==> src/rtl/alu_pkg.sv <==
// rtl/alu_pkg.sv - shared types and constants for the integer functional units on the CDB
package alu_pkg;

  localparam logic OP_ADD = 1'b0;
  localparam logic OP_SUB = 1'b1;

  localparam int FU_TAG_W = 4;

  // Common CDB payload; the MUL/DIV units will broadcast the same shape.
  typedef struct packed {
    logic [FU_TAG_W-1:0] tag;
    logic [31:0]         data;
    logic                cout;
    logic                ovf;
  } fu_result_t;

  function automatic logic signed_ovf(input logic a_msb, input logic b_msb, input logic s_msb);
    return (a_msb == b_msb) && (s_msb != a_msb);
  endfunction

endpackage

==> src/rtl/doublingCLA_32.sv <==
// rtl/doublingCLA_32.sv - 32-bit carry-lookahead adder built on a doubling-span prefix tree
module doublingCLA_32 (
  input  logic [31:0] a_i,
  input  logic [31:0] b_i,
  input  logic        cin_i,
  output logic [31:0] sum_o,
  output logic        cout_o
);

  logic [31:0] hp;
  logic [31:0] g;
  logic [31:0] p;
  logic [31:0] g_n;
  logic [31:0] p_n;
  logic [32:0] c;

  // Each level doubles the span of the group generate/propagate terms: 1, 2, 4, 8, 16.
  always_comb begin
    hp  = a_i ^ b_i;
    g   = a_i & b_i;
    p   = hp;
    g_n = g;
    p_n = p;
    for (int k = 0; k < 5; k++) begin
      g_n = g;
      p_n = p;
      for (int i = (1 << k); i < 32; i++) begin
        g_n[i] = g[i] | (p[i] & g[i-(1 << k)]);
        p_n[i] = p[i] & p[i-(1 << k)];
      end
      g = g_n;
      p = p_n;
    end
    c[0] = cin_i;
    for (int i = 0; i < 32; i++) begin
      c[i+1] = g[i] | (p[i] & cin_i);
    end
  end

  assign sum_o  = hp ^ c[31:0];
  assign cout_o = c[32];

endmodule

==> src/rtl/add_sub_fu.sv <==
// rtl/add_sub_fu.sv - elastic add/subtract functional unit holding each result until the CDB grants it
module add_sub_fu
  import alu_pkg::*;
#(
  parameter int TAG_W  = FU_TAG_W,
  parameter int STAGES = 2
) (
  input  logic             clk,
  input  logic             rst_n,
  input  logic             in_valid,
  output logic             in_ready,
  input  logic             in_op,
  input  logic [31:0]      in_a,
  input  logic [31:0]      in_b,
  input  logic [TAG_W-1:0] in_tag,
  input  logic             flush,
  output logic             cdb_req,
  input  logic             cdb_grant,
  output logic [TAG_W-1:0] cdb_tag,
  output logic [31:0]      cdb_data,
  output logic             cdb_cout,
  output logic             cdb_ovf
);

  // Number of result-holding stages; the last one is the CDB output register.
  localparam int NR = (STAGES > 1) ? STAGES - 1 : 1;

  typedef struct packed {
    logic [TAG_W-1:0] tag;
    logic [31:0]      data;
    logic             cout;
    logic             ovf;
  } res_t;

  logic             src_vld;
  logic             src_op;
  logic [31:0]      src_a;
  logic [31:0]      src_b;
  logic [TAG_W-1:0] src_tag;
  logic [31:0]      b_eff;
  logic [31:0]      sum;
  logic             sum_cout;
  res_t             new_res;

  res_t          res_q [NR];
  res_t          res_d [NR];
  logic [NR-1:0] rv_q;
  logic [NR-1:0] rv_d;
  logic [NR:0]   rdy;
  logic [NR:0]   chain_v;
  res_t          chain_r [NR+1];

  always_comb begin
    rdy[NR] = cdb_grant;
    for (int i = NR - 1; i >= 0; i--) begin
      rdy[i] = ~rv_q[i] | rdy[i+1];
    end
  end

  if (STAGES > 1) begin : g_opnd
    logic             ov_q, ov_d;
    logic             op_q, op_d;
    logic [31:0]      a_q, a_d;
    logic [31:0]      b_q, b_d;
    logic [TAG_W-1:0] tag_q, tag_d;

    assign in_ready = ~ov_q | rdy[0];

    always_comb begin
      ov_d  = ov_q;
      op_d  = op_q;
      a_d   = a_q;
      b_d   = b_q;
      tag_d = tag_q;
      if (in_ready) begin
        ov_d = in_valid;
        if (in_valid) begin
          op_d  = in_op;
          a_d   = in_a;
          b_d   = in_b;
          tag_d = in_tag;
        end
      end
      if (flush) ov_d = 1'b0;
    end

    always_ff @(posedge clk) begin
      if (!rst_n) begin
        ov_q  <= 1'b0;
        op_q  <= OP_ADD;
        a_q   <= '0;
        b_q   <= '0;
        tag_q <= '0;
      end else begin
        ov_q  <= ov_d;
        op_q  <= op_d;
        a_q   <= a_d;
        b_q   <= b_d;
        tag_q <= tag_d;
      end
    end

    assign src_vld = ov_q;
    assign src_op  = op_q;
    assign src_a   = a_q;
    assign src_b   = b_q;
    assign src_tag = tag_q;
  end else begin : g_direct
    assign in_ready = rdy[0];
    assign src_vld  = in_valid;
    assign src_op   = in_op;
    assign src_a    = in_a;
    assign src_b    = in_b;
    assign src_tag  = in_tag;
  end

  // Subtraction is A + ~B + 1, so the op bit doubles as the carry-in.
  assign b_eff = (src_op == OP_SUB) ? ~src_b : src_b;

  doublingCLA_32 u_cla (
    .a_i    (src_a),
    .b_i    (b_eff),
    .cin_i  (src_op),
    .sum_o  (sum),
    .cout_o (sum_cout)
  );

  always_comb begin
    new_res.tag  = src_tag;
    new_res.data = sum;
    new_res.cout = sum_cout;
    new_res.ovf  = signed_ovf(src_a[31], b_eff[31], sum[31]);
  end

  always_comb begin
    chain_v[0] = src_vld;
    chain_r[0] = new_res;
    for (int i = 0; i < NR; i++) begin
      chain_v[i+1] = rv_q[i];
      chain_r[i+1] = res_q[i];
    end
    for (int i = 0; i < NR; i++) begin
      rv_d[i]  = rv_q[i];
      res_d[i] = res_q[i];
      if (rdy[i]) begin
        rv_d[i] = chain_v[i];
        // Payload only moves with a valid op so idle outputs keep their last value.
        if (chain_v[i]) res_d[i] = chain_r[i];
      end
    end
    if (flush) rv_d = '0;
  end

  always_ff @(posedge clk) begin
    if (!rst_n) begin
      rv_q <= '0;
      for (int i = 0; i < NR; i++) res_q[i] <= '0;
    end else begin
      rv_q <= rv_d;
      for (int i = 0; i < NR; i++) res_q[i] <= res_d[i];
    end
  end

  assign cdb_req  = rv_q[NR-1];
  assign cdb_tag  = res_q[NR-1].tag;
  assign cdb_data = res_q[NR-1].data;
  assign cdb_cout = res_q[NR-1].cout;
  assign cdb_ovf  = res_q[NR-1].ovf;

endmodule

==> config.mk <==
export PLATFORM = sky130hd
export DESIGN_NAME = add_sub_fu
export DESIGN_NICKNAME = d
export VERILOG_FILES = /design/src/rtl/alu_pkg.sv /design/src/rtl/doublingCLA_32.sv /design/src/rtl/add_sub_fu.sv
export SDC_FILE = /design/constraint.sdc
export NUM_CORES = 1
export LEC_CHECK = 0
export ABC_AREA = 0
export CAP_MARGIN = 30
export CORE_AREA = 2 2 107 109
export CTS_CLUSTER_DIAMETER = 30
export DETAILED_ROUTE_END_ITERATION = 10
export DIE_AREA = 0 0 109 111
export PLACE_DENSITY = 0.85
export SLEW_MARGIN = 20
export SYNTH_ARGS = -nofsm -noshare
export SYNTH_HDL_FRONTEND = slang
export SYNTH_SLANG_ARGS = --single-unit
==> constraint.sdc <==
create_clock -name clk -period 7.02 [get_ports clk]
set_input_delay 1.755 -clock clk [delete_from_list [all_inputs] [get_ports clk]]
set_output_delay 1.755 -clock clk [all_outputs]
set_load 0.1 [all_outputs]
==> results.toml <==
[global_routing]
grt_pass1_wl_um = 25300
antenna_found_initial = 0
grtUsageTotal_pct = 25.9
grt_pass1_vias = 5274
grt_overflow_total = 0
grt_max_degree = 70

[min_path]
hp-start = "res_q[0][26]"
holdPathStages = 2
hold-path-endpoint = "res_q[0][26]"
hp-class = "register to register"

[clock_network]
cts.htree.levels = 3
ctsResizeCount = 0
cts_root_buf = "clkbuf_16"
cts_buffers = 9
clock-sinks = 109
postCtsHoldBufs = 0
postCtsSetupRepairBufs = 0
clkLatencyLatePin_ps = 350
clkSlewWorstSetupHoldPaths_ps = 60
cts_buffer_depth = 2
cts_tree = "built"

[worst_setup_path]
crit_required_ps = 5270
rrSetupSlack_ps = 3800
critPathMaxFanout = 5
r2r-end = "res_q[0][0]"
cp.arrival_ps = 3600
start_kind = "input pin"
rr_worst_depth = 10
path_class = "input pin to primary output"
reg2reg_from = "g_opnd.op_q"
worstSetupEndpointType = "primary output"

[sta]
setup_violations = 0
max-slew-margin-rel_pct = 31.8
final.setup.tns_ps = 0
layout_setup_ws_ps = 1670
hold_viol_final = 0
worst_pin_slew_ps = 1020
holdWs_ps = 455
slew_viol_final = 0
rsz0062_at_grt = "false"
finalCritPeriodShare_pct = 76.3
clock_skew_ps = 8.18
period_needed_ps = 5350
clock.fmax_ghz = 0.187

[floorplanning]
die_area_um2 = 12100
fp-row-count = 39
core_um2 = 11100
die_w_um = 109
io_pins = 114
fp.dieH_um = 111
initial_core_util_pct = 55.6

[pwr]
leakagePower_nw = 3.04
report.power.total_mw = 1.54
ir_drop_v = 0.000116
pwr-share-seq_pct = 43.6
sw_frac_of_total_pct = 32.4
p_int_mw = 1.04
power.switching_mw = 0.498
power.share.clock_pct = 31.3
p_comb_share_pct = 25.2
p_per_area_nw_per_um2 = 203

[drt]
via_per_inst = 5.58
detail_route.drc_violations = 0
dr.pass1.iters = 4
routedWlPerCell_um = 15.4
drtIter0Drc = 362
vias = 5588
antenna_left = 0
drt_wl_total_um = 15400

[placed_design]
portBuffers = 113
routabilityCongestion = 0.925
dp_slack_ps = 1690
place_area_um2 = 7300
dpl.hpwl_um = 11400

[yosys]
synth_edf_count = 0
synth-seq-cells = 109
ys_warn_count = 0
synthTopCellsByArea = "dfxtp_1 (35%), nand2_1 (12%), a21boi_0 (9.1%)"
synth_top_area_share_pct = 35.4
yosysSeqAreaShare_pct = 35.4
avgSynthCellArea_um2 = 7.95
synth.net_count = 880
synth.most_common_cell = "nand2_1"
syn_area_um2 = 6160
yosys.area.top_type = "dfxtp_1"
syn_inst = 774
synth_common_cells = "nand2_1 (203), dfxtp_1 (109), a21boi_0 (75), o21ai_0 (48), xor2_1 (41)"
synth-async-reset-ratio_pct = 0
ys_types = 64
synthFlopType = "dfxtp_1"

[final_layout]
drive_above_1_share_pct = 4.31
final_nets = 960
final_area_um2 = 7590
diodes = 0
syn2layout_area_growth_pct = 23.4

[run_status]
status = "finished, final reports clean"

[job]
drv_cap = 0
## layer usage
| layer | routed length [µm] | track usage (%) | share of wire [%] | up-vias |
|---|---|---|---|---|
| met2 | 6820 | 38.9 | 44 | 174 |
| li1 | - | - | - | 2815 |
| met4 | 305 | 8.89 | 2.0 | 0 |
| met5 | 0 | 0 | 0 | - |
| met1 | 7470 | 38.2 | 49 | 2576 |
| met3 | 800 | 3.12 | 5.2 | 23 |
## kinds of logic (layout without fill, tap and decap cells)
kind of cell               after synthesis  count (layout)  synth area share [%]
buffers and inverters                   54             139                  3.48
and+or+nand+nor                        299             299                  21.0
AOI/OAI and AO/OA                      218             218                  24.8
DFF                                    109             109                  35.4
adders and majority gates               32              32                  6.50
muxes                                    2               2                 0.325
xor gates and xnor gates                60              60                  8.54
## cell type report
class                   count  area, µm²
flip-flops and latches    109       2180
fillers                   901       3480
repair buffers            117       1170
clock inverters             6       46.3
well taps                 143        179
multi-input cells         611       3760
clock buffers              10        229
inverters                   6       22.5
## power groups by stage
| stage | combinational (mW) | clock [mW] | sequential (mW) |
|---|---|---|---|
| after detailed placement | 0.376 | 0 | 0.688 |
| after floorplan | 0.204 | 0 | 0.745 |
| final | 0.387 | 0.482 | 0.671 |
| after global routing | 0.418 | 0.514 | 0.675 |
| after global placement | 0.371 | 0 | 0.686 |
| after CTS | 0.379 | 0.488 | 0.674 |
## cell usage in the layout, fill, tap and decap left out, types with 2 or more instances in the layout
cell type        netlist  layout
inv_1                  6       6
nand3_1               15      15
a221oi_1               2       2
and2_1                14      13
o2111ai_1              4       4
clkinv_2               0       2
o41a_1                 2       2
xor2_1                41      41
buf_4                  1       3
o21a_1                 5       5
mux2i_1                2       2
o21ai_0               48      48
nand2_2                1       2
o211ai_1               6       6
or4_1                  3       3
a21oi_1               29      29
nor3_1                 2       2
nand2b_1               7       7
a31oi_1                4       4
xnor2_1               19      19
dfxtp_1              109     108
a21o_1                 8       8
a211oi_1               2       2
o21ai_1                2       2
a41oi_1                2       2
nand2_1              203     202
ha_1                  32      32
nand4_1                9       9
nor2_1                27      27
nor2b_1                5       5
clkbuf_16              0       9
and3_1                 6       6
o31a_1                 2       2
clkdlybuf4s50_1        0     112
o21bai_1               6       6
a21boi_0              75      75
## per-stage QoR
step / std cells / util, %
floorplan: 774 / -
global placement: 985 / 65.9
detailed placement: 985 / 65.9
CTS: 1001 / 68.4
global route: 1002 / 68.6
finish: 1002 / 68.6
## how the worst max path moves through the flow
| stage | start | endpoint | slack, ps | cells after the start |
|---|---|---|---|---|
| 6_report | cdb_grant | in_ready | 1670 | 4 |
| 3_5_place_dp | cdb_grant | in_ready | 1690 | 4 |
| 5_1_grt | cdb_grant | in_ready | 1590 | 4 |
| 2_1_floorplan | cdb_grant | in_ready | 2700 | 2 |
| 4_1_cts | cdb_grant | in_ready | 1680 | 4 |
| 3_3_place_gp | cdb_grant | in_ready | 1730 | 4 |
## state kept, by name, indices dropped and copies added (netlist names)
name,flops
g_opnd.tag_q,4
g_opnd.a_q,32
cdb_req,1
g_opnd.op_q,1
res_q,38
g_opnd.ov_q,1
g_opnd.b_q,32
## critical path, stage by stage
cell and delay [ps]:
clkdlybuf4s50_1 470, nor2b_1 80, nand2_1 140, clkdlybuf4s50_1 1150
Power figures use the tool's default switching activity.
